$ cat src/rtl/mem_bus_pkg.sv
// -----------------------------------------------------------------------------
// mem_bus_pkg
// Shared definitions for the memory-bus controller: CPU command encodings,
// controller FSM states, address-region codes and a counter-width helper.
// Optional feature macro used by the controller: MEM_BUS_FAULT_EN.
// -----------------------------------------------------------------------------
package mem_bus_pkg;

    // CPU command encodings on mem_cmd
    localparam logic [1:0] MNONE    = 2'b00;
    localparam logic [1:0] MREAD    = 2'b01;
    localparam logic [1:0] MWRITE   = 2'b10;
    localparam logic [1:0] MILLEGAL = 2'b11;

    typedef enum logic [1:0] {
        ST_IDLE    = 2'b00,
        ST_RD_WAIT = 2'b01,
        ST_DONE    = 2'b10
    } state_e;

    typedef enum logic [1:0] {
        REG_RAM  = 2'b00,
        REG_LED  = 2'b01,
        REG_SW   = 2'b10,
        REG_NONE = 2'b11
    } region_e;

    // Width of the RAM read-latency down-counter; at least one bit.
    function automatic int unsigned cnt_width(input int unsigned lat);
        if (lat > 32'd1) begin
            return $clog2(lat);
        end else begin
            return 32'd1;
        end
    endfunction

endpackage

$ cat src/rtl/mem_bus_ctrl_if.sv
// -----------------------------------------------------------------------------
// mem_bus_ctrl_if
// CPU-side memory bus: command, address, write payload, read result and the
// completion pulse.
//   master : CPU side   (drives mem_cmd, mem_addr, write_data)
//   slave  : controller (drives read_data, mem_ready)
// -----------------------------------------------------------------------------
interface mem_bus_ctrl_if #(
    parameter int unsigned ADDR_W = 9,
    parameter int unsigned DATA_W = 16
);
    logic [1:0]        mem_cmd;
    logic [ADDR_W-1:0] mem_addr;
    logic [DATA_W-1:0] write_data;
    logic [DATA_W-1:0] read_data;
    logic              mem_ready;

    modport master (
        output mem_cmd,
        output mem_addr,
        output write_data,
        input  read_data,
        input  mem_ready
    );

    modport slave (
        input  mem_cmd,
        input  mem_addr,
        input  write_data,
        output read_data,
        output mem_ready
    );
endinterface

$ cat src/rtl/mem_bus_decode.sv
// -----------------------------------------------------------------------------
// mem_bus_decode
// Combinational address-to-region map over the full address width.
//   i_addr   : CPU address
//   o_region : REG_RAM (addr < RAM_DEPTH), REG_LED, REG_SW or REG_NONE
// -----------------------------------------------------------------------------
module mem_bus_decode
    import mem_bus_pkg::*;
#(
    parameter int unsigned       ADDR_W    = 9,
    parameter int unsigned       RAM_DEPTH = 256,
    parameter logic [ADDR_W-1:0] LED_ADDR  = 9'h100,
    parameter logic [ADDR_W-1:0] SW_ADDR   = 9'h140
) (
    input  logic [ADDR_W-1:0] i_addr,
    output region_e           o_region
);

    // RAM window takes priority so an I/O address placed inside it is shadowed.
    always_comb begin
        o_region = REG_NONE;
        if (32'(i_addr) < RAM_DEPTH) begin
            o_region = REG_RAM;
        end else if (i_addr == LED_ADDR) begin
            o_region = REG_LED;
        end else if (i_addr == SW_ADDR) begin
            o_region = REG_SW;
        end else begin
            o_region = REG_NONE;
        end
    end

endmodule

$ cat src/rtl/mem_bus_ctrl.sv
// -----------------------------------------------------------------------------
// mem_bus_ctrl
// Memory-bus controller between the CPU bus and a synchronous RAM plus a small
// I/O window (LED register, switch input). Every accepted command finishes
// with a one-cycle mem_ready pulse; RAM reads wait RAM_RD_LAT cycles first.
// Ports:
//   clk, reset  : rising-edge clock, synchronous active-high reset
//   bus         : CPU bus (mem_bus_ctrl_if.slave)
//   ram_addr    : RAM address (live CPU address in IDLE, latched otherwise)
//   ram_write   : RAM write enable, combinational in the accept cycle
//   ram_din     : RAM write data
//   ram_dout    : RAM read data
//   sw_in       : switch inputs
//   led_out     : LED register
//   bus_fault   : sticky fault flag, only when MEM_BUS_FAULT_EN is defined
// -----------------------------------------------------------------------------
module mem_bus_ctrl
    import mem_bus_pkg::*;
#(
    parameter int unsigned       ADDR_W     = 9,
    parameter int unsigned       DATA_W     = 16,
    parameter int unsigned       RAM_DEPTH  = 256,
    parameter int unsigned       RAM_AW     = 8,
    parameter int unsigned       RAM_RD_LAT = 1,
    parameter int unsigned       IO_W       = 8,
    parameter logic [ADDR_W-1:0] LED_ADDR   = 9'h100,
    parameter logic [ADDR_W-1:0] SW_ADDR    = 9'h140
) (
    input  logic                clk,
    input  logic                reset,
    mem_bus_ctrl_if.slave       bus,
    output logic [RAM_AW-1:0]   ram_addr,
    output logic                ram_write,
    output logic [DATA_W-1:0]   ram_din,
    input  logic [DATA_W-1:0]   ram_dout,
    input  logic [IO_W-1:0]     sw_in,
    output logic [IO_W-1:0]     led_out
`ifdef MEM_BUS_FAULT_EN
    ,
    output logic                bus_fault
`endif
);

    localparam int unsigned CNT_W = cnt_width(RAM_RD_LAT);

    state_e              r_state;
    state_e              w_next_state;
    logic [RAM_AW-1:0]   r_addr;
    logic [CNT_W-1:0]    r_cnt;
    logic [DATA_W-1:0]   r_read_data;
    logic [IO_W-1:0]     r_led;
    region_e             w_region;
    logic                w_accept;
    logic                w_is_read;
    logic                w_is_write;
    logic                w_mem_ready;
    logic                w_ram_write;
    logic [RAM_AW-1:0]   w_ram_addr;

    mem_bus_decode #(
        .ADDR_W    (ADDR_W),
        .RAM_DEPTH (RAM_DEPTH),
        .LED_ADDR  (LED_ADDR),
        .SW_ADDR   (SW_ADDR)
    ) u_decode (
        .i_addr   (bus.mem_addr),
        .o_region (w_region)
    );

    assign w_is_read  = (bus.mem_cmd == MREAD);
    assign w_is_write = (bus.mem_cmd == MWRITE);
    assign w_accept   = (r_state == ST_IDLE) && (bus.mem_cmd != MNONE);

    // FSM state register.
    always_ff @(posedge clk) begin
        if (reset) begin
            r_state <= ST_IDLE;
        end else begin
            r_state <= w_next_state;
        end
    end

    // FSM next-state logic; only a RAM read takes the wait path.
    always_comb begin
        w_next_state = r_state;
        case (r_state)
            ST_IDLE: begin
                if (w_accept && w_is_read && (w_region == REG_RAM)) begin
                    w_next_state = ST_RD_WAIT;
                end else if (w_accept) begin
                    w_next_state = ST_DONE;
                end else begin
                    w_next_state = ST_IDLE;
                end
            end
            ST_RD_WAIT: begin
                if (r_cnt == {CNT_W{1'b0}}) begin
                    w_next_state = ST_DONE;
                end else begin
                    w_next_state = ST_RD_WAIT;
                end
            end
            ST_DONE: w_next_state = ST_IDLE;
            default: w_next_state = ST_IDLE;
        endcase
    end

    // FSM outputs; the RAM sees the live address in IDLE so a latency-1 RAM
    // has its data ready the cycle after accept.
    always_comb begin
        w_mem_ready = (r_state == ST_DONE) && !reset;
        w_ram_write = 1'b0;
        w_ram_addr  = r_addr;
        if (r_state == ST_IDLE) begin
            w_ram_addr  = bus.mem_addr[RAM_AW-1:0];
            w_ram_write = w_is_write && (w_region == REG_RAM) && !reset;
        end else begin
            w_ram_addr  = r_addr;
            w_ram_write = 1'b0;
        end
    end

    // Address latch, latency counter, read-data and LED registers.
    always_ff @(posedge clk) begin
        if (reset) begin
            r_addr      <= {RAM_AW{1'b0}};
            r_cnt       <= {CNT_W{1'b0}};
            r_read_data <= {DATA_W{1'b0}};
            r_led       <= {IO_W{1'b0}};
        end else begin
            case (r_state)
                ST_IDLE: begin
                    if (w_accept) begin
                        r_addr <= bus.mem_addr[RAM_AW-1:0];
                        if (w_is_read) begin
                            case (w_region)
                                REG_RAM: r_cnt       <= CNT_W'(RAM_RD_LAT - 32'd1);
                                REG_LED: r_read_data <= DATA_W'(r_led);
                                REG_SW:  r_read_data <= DATA_W'(sw_in);
                                default: r_read_data <= {DATA_W{1'b0}};
                            endcase
                        end else if (w_is_write && (w_region == REG_LED)) begin
                            r_led <= bus.write_data[IO_W-1:0];
                        end
                    end
                end
                ST_RD_WAIT: begin
                    if (r_cnt == {CNT_W{1'b0}}) begin
                        r_read_data <= ram_dout;
                    end else begin
                        r_cnt <= r_cnt - CNT_W'(1);
                    end
                end
                default: ;
            endcase
        end
    end

`ifdef MEM_BUS_FAULT_EN
    logic r_fault;

    // Sticky fault: unmapped access, illegal command or write to the switches.
    always_ff @(posedge clk) begin
        if (reset) begin
            r_fault <= 1'b0;
        end else if (w_accept && ((bus.mem_cmd == MILLEGAL) || (w_region == REG_NONE) ||
                                  ((w_region == REG_SW) && w_is_write))) begin
            r_fault <= 1'b1;
        end
    end

    assign bus_fault = r_fault;
`endif

    assign bus.read_data = r_read_data;
    assign bus.mem_ready = w_mem_ready;
    assign ram_addr      = w_ram_addr;
    assign ram_write     = w_ram_write;
    assign ram_din       = bus.write_data;
    assign led_out       = r_led;

endmodule

$ cat src/flat_wrapper.sv
// flat-port wrapper written by rule: the top's interface ports become plain ports
module mem_bus_ctrl_flat import mem_bus_pkg::*;
#(
    parameter int unsigned       ADDR_W     = 9,
    parameter int unsigned       DATA_W     = 16,
    parameter int unsigned       RAM_DEPTH  = 256,
    parameter int unsigned       RAM_AW     = 8,
    parameter int unsigned       RAM_RD_LAT = 1,
    parameter int unsigned       IO_W       = 8,
    parameter logic [ADDR_W-1:0] LED_ADDR   = 9'h100,
    parameter logic [ADDR_W-1:0] SW_ADDR    = 9'h140
)
  (clk, reset, ram_addr, ram_write, ram_din, ram_dout, sw_in, led_out, bus_mem_cmd, bus_mem_addr, bus_write_data, bus_read_data, bus_mem_ready);
  mem_bus_ctrl_if #(.ADDR_W(ADDR_W), .DATA_W(DATA_W)) bus_i ();
  input  logic clk;
  input  logic reset;
  output logic [RAM_AW-1:0] ram_addr;
  output logic ram_write;
  output logic [DATA_W-1:0] ram_din;
  input  logic [DATA_W-1:0] ram_dout;
  input  logic [IO_W-1:0] sw_in;
  output logic [IO_W-1:0] led_out;
  input wire logic [$bits(bus_i.mem_cmd)-1:0] bus_mem_cmd;
  input wire logic [$bits(bus_i.mem_addr)-1:0] bus_mem_addr;
  input wire logic [$bits(bus_i.write_data)-1:0] bus_write_data;
  output wire logic [$bits(bus_i.read_data)-1:0] bus_read_data;
  output wire logic [$bits(bus_i.mem_ready)-1:0] bus_mem_ready;
  assign bus_i.mem_cmd = bus_mem_cmd;
  assign bus_i.mem_addr = bus_mem_addr;
  assign bus_i.write_data = bus_write_data;
  assign bus_read_data = bus_i.read_data;
  assign bus_mem_ready = bus_i.mem_ready;
  mem_bus_ctrl #(.ADDR_W(ADDR_W), .DATA_W(DATA_W), .RAM_DEPTH(RAM_DEPTH), .RAM_AW(RAM_AW), .RAM_RD_LAT(RAM_RD_LAT), .IO_W(IO_W), .LED_ADDR(LED_ADDR), .SW_ADDR(SW_ADDR)) u_core (.clk(clk), .reset(reset), .bus(bus_i), .ram_addr(ram_addr), .ram_write(ram_write), .ram_din(ram_din), .ram_dout(ram_dout), .sw_in(sw_in), .led_out(led_out));
endmodule
$ cat config.mk
export PLATFORM = sky130hd
export DESIGN_NAME = mem_bus_ctrl_flat
export DESIGN_NICKNAME = d
export VERILOG_FILES = /design/src/rtl/mem_bus_pkg.sv /design/src/rtl/mem_bus_ctrl_if.sv /design/src/rtl/mem_bus_decode.sv /design/src/rtl/mem_bus_ctrl.sv /design/src/flat_wrapper.sv
export SDC_FILE = /design/constraint.sdc
export NUM_CORES = 1
export LEC_CHECK = 0
export BUFFER_PORTS_ARGS = -buffer_cell sky130_fd_sc_hd__buf_2
export CAP_MARGIN = 20
export CORE_MARGIN = 2
export CORE_UTILIZATION = 24
export CTS_BUF_LIST = sky130_fd_sc_hd__clkbuf_16
export CTS_CLUSTER_DIAMETER = 80
export CTS_CLUSTER_SIZE = 25
export DETAILED_ROUTE_END_ITERATION = 8
export MAX_ROUTING_LAYER = met4
export PLACE_DENSITY_LB_ADDON = 0.1
export SETUP_SLACK_MARGIN = 0.3
export SLEW_MARGIN = 20
export SYNTH_ARGS = -nofsm -noshare
export SYNTH_HDL_FRONTEND = slang
export SYNTH_SLANG_ARGS = --single-unit
export TNS_END_PERCENT = 100
$ cat constraint.sdc
create_clock -name clk -period 3.5 [get_ports clk]
set_input_delay 0.525 -clock clk [delete_from_list [all_inputs] [get_ports clk]]
set_output_delay 0.525 -clock clk [all_outputs]
set_load 0.02 [all_outputs]
Word level (Yosys, flattened, before mapping)
Cells that the tools add are included.
{"block": "classes", "addsub": 1, "order_cmp": 1, "eq_ne": 13, "muxes": 19, "bitwise": 1, "n_reduce_logical": 16}
{"op": "$mux 16", "n": 3}
{"op": "$pmux 16 s3", "n": 1}
{"op": "$pmux 16 s2", "n": 1}
{"op": "$eq 9x9->1 const B", "n": 2}
{"op": "$mux 2", "n": 5}
{"op": "$lt 9x9->1 const B", "n": 1}
{"op": "$mux 8", "n": 1}
{"op": "$reduce_and 4->1", "n": 2}
{"op": "$logic_and 1x1->1", "n": 7}
{"op": "$eq 2x1->1 const B", "n": 3}
{"op": "$eq 2x2->1 const B", "n": 3}
{"op": "$mux 1", "n": 6}
{"op": "$ne 2x2->1 const B", "n": 3}
{"op": "$reduce_and 5->1", "n": 1}
{"op": "$logic_not 2->1", "n": 2}
{"op": "$ne 2x1->1 const B", "n": 2}
{"op": "$pmux 2 s2", "n": 1}
{"op": "$reduce_bool 2->1", "n": 2}
{"op": "$pmux 1 s2", "n": 1}
{"op": "$reduce_and 2->1", "n": 1}
{"op": "$logic_not 1->1", "n": 1}
{"op": "$not 1->1", "n": 1}
{"op": "$sub 1x1->1 const B", "n": 1}
{"block": "word_totals", "register_bits": 35, "elab_cells": 56}

Longest topological paths before layout
Gate-level depths: netlist (run 1).
{"block": "logic_depth", "word_depth": 9, "mapped_depth": 9, "depth_no_buf": 7}

Cells and area by module
A second synthesis (run 1) with hierarchy kept.
{"block": "unflattened", "cells_unflattened": 230, "area_unflattened_um2": 1884.3}
{"mod": "mem_bus_ctrl", "instances": 1, "cells_each": 224, "area_each_um2": 1846.8}
{"mod": "mem_bus_decode", "instances": 1, "cells_each": 6, "area_each_um2": 37.5}

Least setup slack after synthesis (run 1)
OpenSTA, ideal clock, no wires.
{"block": "synth_path", "path_kind": "in2out", "from": "input port bus_mem_addr[2]", "to": "output port ram_write", "t_arrival_ns": 2.871, "setup_slack_ns": 0.104, "path_stages": 7, "path_buffers": 0, "path_cell_list": "or4_1 > or4_4 > o21ai_1 > ha_1 > inv_1 > or3_1 > nor3b_1"}
{"block": "synth_between", "elab_chain_cells": 8}
{"item": "start: declaration", "line_no": "flat_wrapper.sv:24", "source": "input wire logic [$bits(bus_i.mem_addr)-1:0] bus_mem_addr;"}
{"item": "branches (longest 3 deep; another with $lt 9x9->1)"}
{"item": "$mux 2 (*)", "line_no": "mem_bus_decode.sv:22", "source": "if (32'(i_addr) < RAM_DEPTH) begin"}
{"item": "$logic_not 2->1 (*)", "line_no": "mem_bus_ctrl.sv:116", "source": "w_ram_write = w_is_write && (w_region == REG_RAM) && !reset;"}
{"item": "$logic_and 1x1->1 (*) (2 in series)", "line_no": "mem_bus_ctrl.sv:116"}
{"item": "$mux 1 (*)", "line_no": "mem_bus_ctrl.sv:114", "source": "if (r_state == ST_IDLE) begin"}
{"item": "end: declaration", "line_no": "flat_wrapper.sv:18", "source": "output logic ram_write;"}
Every way passes the cells marked *.

Worst setup path after layout (run 1)
{"block": "layout_path", "from": "input port bus_mem_addr[7]", "to": "output port ram_write"}
The elaborated chain is that of the path after synthesis.

==> results.sh, run 1 <==
export IMPL_regToRegStartpoint="u_core.r_state[0]"
export IMPL_slowest_delay_ns=0.58
export IMPL_min_delay_start="u_core.bus.read_data[9]"
export IMPL_grt_pass1_vias=1766
export IMPL_drcViolationCount=0
export IMPL_grt_max_degree=36
export IMPL_p_leak_nw=1.07
export IMPL_cts_tree="done"
export IMPL_relSlewSlack=0.422
export IMPL_fp_dieH_um=91.1
export IMPL_routed_wl_um=5590
export IMPL_first_pass_iters=6
export IMPL_cp_data_arrival_time_ns=2.78
export IMPL_dpl_cell_area_um2=2200
export IMPL_track_usage=0.137
export IMPL_cp_start_kind="primary input"
export IMPL_yosys_warnings=0
export IMPL_h_tree_depth=2
export IMPL_drtAntennaViolNets=0
export IMPL_port_buffers=86
export IMPL_avgSynthCellArea_um2=7.68
export IMPL_area_growth_pct=35.5
export IMPL_viasPerCell=4.60
export IMPL_seq_area_um2=681
export IMPL_overflow=0
export IMPL_critPathSlowestCell="or4_4"
export IMPL_root_buffer="clkbuf_16"
export IMPL_post_drt_wl_per_cell_um=14.0
export IMPL_cts_sinks=34
export IMPL_final_common_cell="buf_2"
export IMPL_drt_initial_drc_count=47
export IMPL_multiInputGateArea_um2=953
export IMPL_design_area_um2=2460
export IMPL_clkTransAtPathRegs_ns=0.06
export IMPL_core_region_area_um2=7290
export IMPL_maxSlewViolCount=0
export IMPL_grt_pass1_wl_um=8830
export IMPL_crit_path_cell_trace="buf_6 -> or4_4 -> or4_4 -> o21ai_4 -> ha_2 -> inv_2 -> or3_4 -> nor3b_4 -> buf_6"
export IMPL_critical_path_required_ns=2.97
export IMPL_critPathKind="primary input to primary output"
export IMPL_ir_drop_mv=0.162
export IMPL_io_pins=103
export IMPL_insertion_delay_ns=0.28
export IMPL_status="finished clean"
export IMPL_critical_path_max_fanout=3
export IMPL_ys_types=30
export IMPL_fp_dieW_um=91.1
export IMPL_tightestPinTransition_ns=0.864
export IMPL_drive_gt1_frac=0.378
export IMPL_hpwl_um=4100
export IMPL_fin_setup_tns_ns=0
export IMPL_numCtsBuffers=5
export IMPL_syn_nets=293
export IMPL_skew_ns=0.00816
export IMPL_fillers=838
export IMPL_synth_cells=237
export IMPL_rsz0062_at_grt="yes"
export IMPL_finalSetupViolCount=0
export IMPL_antenna_found_initial=0
export IMPL_min_period_ns=3.31
export IMPL_crit_path_end_kind="primary output"
export IMPL_seq_area_frac_synth=0.374
export IMPL_clockBufferDepth=2
export IMPL_crit_buf_inv=3
export IMPL_num_rows=31
export IMPL_startpoint="bus_mem_addr[7]"
export IMPL_antenna_cells=0
export IMPL_syn_area_um2=1820
export IMPL_postCtsHoldBufs=0
export IMPL_max_freq_ghz=0.302
export IMPL_hp_class="flip-flop to flip-flop"
export IMPL_crit_family="simple AND/OR/NAND/NOR gates"
export IMPL_vias=1831
export IMPL_dieArea_um2=8290
export IMPL_floorplan_initialDensity=0.249
export IMPL_synth_seq_cells=34
export IMPL_power_density_nw_per_um2=479
export IMPL_min_period_over_period=0.945
export IMPL_place_congestion=0.761
export IMPL_final_cell_mix="buf_2, nand2_1, dfxtp_1"
export IMPL_hold_violations=0
export IMPL_max_cap_violations=0
export IMPL_finalNetCount=354
## layer usage
metal,vias up,track usage,part of all wire
li1,942,-,-
met1,829,0.177,0.46
met2,54,0.215,0.47
met3,6,0.0290,0.050
met4,0,0.0429,0.013
met5,-,-,0
## cell usage after synthesis
master | count | area [um^2]
nand2_1 | 38 | 143
dfxtp_1 | 34 | 681
nand3_1 | 32 | 160
a21oi_1 | 24 | 120
buf_4 | 16 | 120
clkbuf_1 | 12 | 45.0
buf_2 | 10 | 50.1
o21ai_0 | 10 | 50.1
nor3_1 | 9 | 45.0
o21ai_1 | 9 | 45.0
a22o_1 | 8 | 70.1
a311oi_1 | 8 | 70.1
ha_1 | 3 | 37.5
inv_1 | 3 | 11.3
nor3b_1 | 3 | 22.5
nor2_1 | 2 | 7.51
o21a_1 | 2 | 15.0
or4b_1 | 2 | 20.0
a211oi_1 | 1 | 7.51
buf_1 | 1 | 3.75
nand2_2 | 1 | 6.26
nand2b_1 | 1 | 6.26
nor2b_1 | 1 | 6.26
nor4b_2 | 1 | 15.0
nor4b_4 | 1 | 23.8
or2_1 | 1 | 6.26
or2_2 | 1 | 6.26
or3_1 | 1 | 6.26
or4_1 | 1 | 7.51
or4_4 | 1 | 11.3
## state kept, by name, indices dropped and copies added, names as in the netlist
register              flops
u_core.bus.read_data     16
u_core.led_out            8
u_core.r_addr             8
u_core.r_state            2
## worst register-to-register path, stage by stage (launching register included)
cell and delay [ns]:
dfxtp_1 0.46, nor2b_1 0.64, buf_4 0.33, nor3_1 0.07, a311oi_1 0.25
## power by group
part,leakage (nW),internal [mW],switching [mW]
clock network,0.0940,0.409,0.173
registers,0.277,0.404,0.0108
logic,0.697,0.0719,0.113
## logic make-up (layout without fill, tap and decap cells)
| group | count (synthesis) | after routing | synth area share |
|---|---|---|---|
| flip-flops | 34 | 34 | 0.374 |
| AND/OR/NAND/NOR | 96 | 96 | 0.271 |
| adder cells (fa/ha/maj) | 3 | 3 | 0.0206 |
| buffers and inverters | 42 | 104 | 0.127 |
| AO/OA/AOI/OAI | 62 | 62 | 0.208 |
## final timing paths
kind,end,slack (ns),depth (start not counted)
hold reg to reg,u_core.bus.read_data[9],0.47,2
hold / removal,u_core.bus.read_data[9],0.47,2
setup reg to reg,u_core.bus.read_data[6],1.65,4
setup / recovery,ram_write,0.19,9
## cell type report
class / instances / area share
Sequential cell: 34 / 0.276
Clock inverter: 3 / 0.0279
Inverter: 3 / 0.00457
Tap cell: 99 / 0.0503
Multi-Input combinational cell: 161 / 0.387
Timing Repair Buffer: 93 / 0.204
Clock buffer: 5 / 0.0508
## stage by stage
step                setup slack, ns  hold WS, ns  power [mW]  std cells   util
detailed placement            0.107        0.460       0.603        387  0.301
global placement              0.139        0.458       0.602        387  0.301
finish                        0.194        0.466        1.18        398  0.338
CTS                           0.201        0.469        1.19        395  0.330
global route                  0.135        0.472        1.24        398  0.338
floorplan                     0.308        0.454       0.552        237      -
## timing repair
item,CTS,global route
pin swaps,0,5
gates resized for setup,4,8
setup buffers,0,3
hold endpoints to repair,0,0
endpoints found under the setup margin,1,1
(Power assumes the default switching activity.)
==> run 2: changes to the inputs <==
--- a/config.mk
+++ b/config.mk
@@ -15,6 +15,7 @@
 export DETAILED_ROUTE_END_ITERATION = 8
 export MAX_ROUTING_LAYER = met4
 export PLACE_DENSITY_LB_ADDON = 0.1
+export REMOVE_ABC_BUFFERS = 1
 export SETUP_SLACK_MARGIN = 0.3
 export SLEW_MARGIN = 20
 export SYNTH_ARGS = -nofsm -noshare
==> run 2 against run 1 <==
Net effect:
- core utilization shrank 0.98 points
- die area unchanged
- clock power fell by 29%
- sequential power barely moved
- cell count unchanged
- first-iteration DRC count grew 30%
- combinational power barely moved
- global-route usage hardly changed
- fmax is 3.9% higher
- non-clock buffer count unchanged
- wire length up 0.41%
- critical path type unchanged
- critical endpoint unchanged
- largest cell class unchanged
==> results.sh, run 2 (synthesis results as in run 1) <==
export IMPL_skew_ns=0.00633
export IMPL_floorplan_initialDensity=0.249
export IMPL_fillers=849
export IMPL_numCtsBuffers=5
export IMPL_cp_data_arrival_time_ns=2.66
export IMPL_drtAntennaViolNets=0
export IMPL_finalNetCount=354
export IMPL_p_clk_frac=0.409
export IMPL_routed_wl_um=5610
export IMPL_cts_sinks=34
export IMPL_drcViolationCount=0
export IMPL_root_buffer="clkbuf_16"
export IMPL_port_buffers=86
export IMPL_p_sw_frac=0.278
export IMPL_num_rows=31
export IMPL_dpl_cell_area_um2=2190
export IMPL_first_pass_iters=4
export IMPL_finalSetupViolCount=0
export IMPL_crit_family="simple AND/OR/NAND/NOR gates"
export IMPL_min_period_over_period=0.909
export IMPL_design_area_um2=2390
export IMPL_min_period_ns=3.18
export IMPL_crit_path_end_kind="primary output"
export IMPL_setup_ws_ns=0.317
export IMPL_cp_start_kind="primary input"
export IMPL_p_leak_nw=1.04
export IMPL_ir_drop_mv=0.157
export IMPL_hpwl_um=3950
export IMPL_vias=1860
export IMPL_clkTransAtPathRegs_ns=0.05
export IMPL_hp_class="flip-flop to flip-flop"
export IMPL_max_freq_ghz=0.314
export IMPL_drt_initial_drc_count=61
export IMPL_critical_path_max_fanout=4
export IMPL_tightestPinTransition_ns=0.933
export IMPL_track_usage=0.137
export IMPL_insertion_delay_ns=0.28
export IMPL_hold_violations=0
export IMPL_cts_tree="done"
export IMPL_crit_path_cell_trace="buf_6 -> or4_4 -> or4_4 -> o21ai_4 -> ha_2 -> inv_2 -> or3_4 -> nor3b_2 -> buf_4"
export IMPL_power_density_nw_per_um2=425
export IMPL_final_common_cell="buf_2"
export IMPL_area_growth_pct=31.6
export IMPL_critical_path_required_ns=2.97
export IMPL_io_pins=103
export IMPL_grt_max_degree=36
export IMPL_place_congestion=0.742
export IMPL_drive_gt1_frac=0.375
export IMPL_clockBufferDepth=2
export IMPL_viasPerCell=4.67
export IMPL_status="finished clean"
export IMPL_pwr_share_seq=0.409
export IMPL_comb_power_share=0.182
export IMPL_crit_buf_inv=3
export IMPL_relSlewSlack=0.375
export IMPL_internal_power_mw=0.734
export IMPL_final_cell_mix="buf_2, nand2_1, dfxtp_1"
export IMPL_total_switching_power_mw=0.282
export IMPL_core_region_area_um2=7290
export IMPL_antenna_cells=0
export IMPL_slowest_delay_ns=0.52
export IMPL_post_drt_wl_per_cell_um=14.1
export IMPL_critPathKind="primary input to primary output"
export IMPL_h_tree_depth=2
export IMPL_grt_pass1_wl_um=8860
export IMPL_dp_slack_ns=0.101
export IMPL_critPathMostFrequentCell="or4_4"
export IMPL_critPathSlowestCell="or4_4"
export IMPL_dieArea_um2=8290
export IMPL_fin_hold_ws_ns=0.461
export IMPL_largest_reg_flops=16
export IMPL_rsz0062_at_grt="yes"
export IMPL_fp_dieH_um=91.1
export IMPL_fin_setup_tns_ns=0
export IMPL_grt_pass1_vias=1751
export IMPL_fp_dieW_um=91.1
export IMPL_overflow=0
export IMPL_max_cap_violations=0
export IMPL_maxSlewViolCount=0
export IMPL_antenna_found_initial=0
==> run 2: power by group through the flow <==
stage | Clock, mW | Combinational [mW] | Sequential [mW]
3_5_place_dp | 0 | 0.180 | 0.424
2_1_floorplan | 0 | 0.0797 | 0.432
4_1_cts | 0.433 | 0.187 | 0.415
5_1_grt | 0.453 | 0.206 | 0.417
3_3_place_gp | 0 | 0.180 | 0.423
6_report | 0.416 | 0.185 | 0.415
==> run 2: per-layer routing <==
layer / share of wire / vias up / track usage
met5: 0 / - / -
met4: 0.013 / 0 / 0.0455
met3: 0.048 / 7 / 0.0349
met2: 0.47 / 59 / 0.217
met1: 0.47 / 850 / 0.172
li1: - / 944 / -
==> run 2: final timing paths <==
| kind | from | endpoint | slack (ns) | depth (start not counted) |
|---|---|---|---|---|
| hold reg to reg | u_core.bus.read_data[12] | u_core.bus.read_data[12] | 0.46 | 2 |
| setup / recovery | bus_mem_addr[7] | ram_write | 0.32 | 9 |
| hold / removal | u_core.bus.read_data[12] | u_core.bus.read_data[12] | 0.46 | 2 |
| setup reg to reg | u_core.r_state[1] | u_core.bus.read_data[5] | 1.71 | 3 |
==> run 2: repair_timing <==
| action | CTS | global route |
|---|---|---|
| gates resized for setup | 10 | 1 |
| setup buffers | 3 | 0 |
| hold buffers | 0 | 0 |
| endpoints found under the setup margin | 1 | 1 |
| pin swaps | 5 | 2 |
==> run 2: area by class of cell <==
type | count | area [um^2] | share of cell area
repair buffers | 93 | 498 | 0.208
clock inverters | 3 | 12.5 | 0.00523
clock buffers | 5 | 125 | 0.0523
inverters | 3 | 11.3 | 0.00470
flip-flops and latches | 34 | 681 | 0.284
multi-input cells | 161 | 942 | 0.394
well taps | 99 | 124 | 0.0518
==> run 2: worst register-to-register path, delay by kind of cell (launching register included) <==
family           cells  cell delay (ns)
AND/OR/NAND/NOR      2             0.86
flip-flops           1             0.57
AO/OA/AOI/OAI        1             0.27
==> run 2: metrics by stage <==
step / util / total power [mW] / cells
after floorplan: - / 0.512 / 198
after global placement: 0.300 / 0.603 / 387
after detailed placement: 0.300 / 0.604 / 387
after CTS: 0.327 / 1.04 / 398
after global routing: 0.328 / 1.08 / 398
final: 0.328 / 1.02 / 398
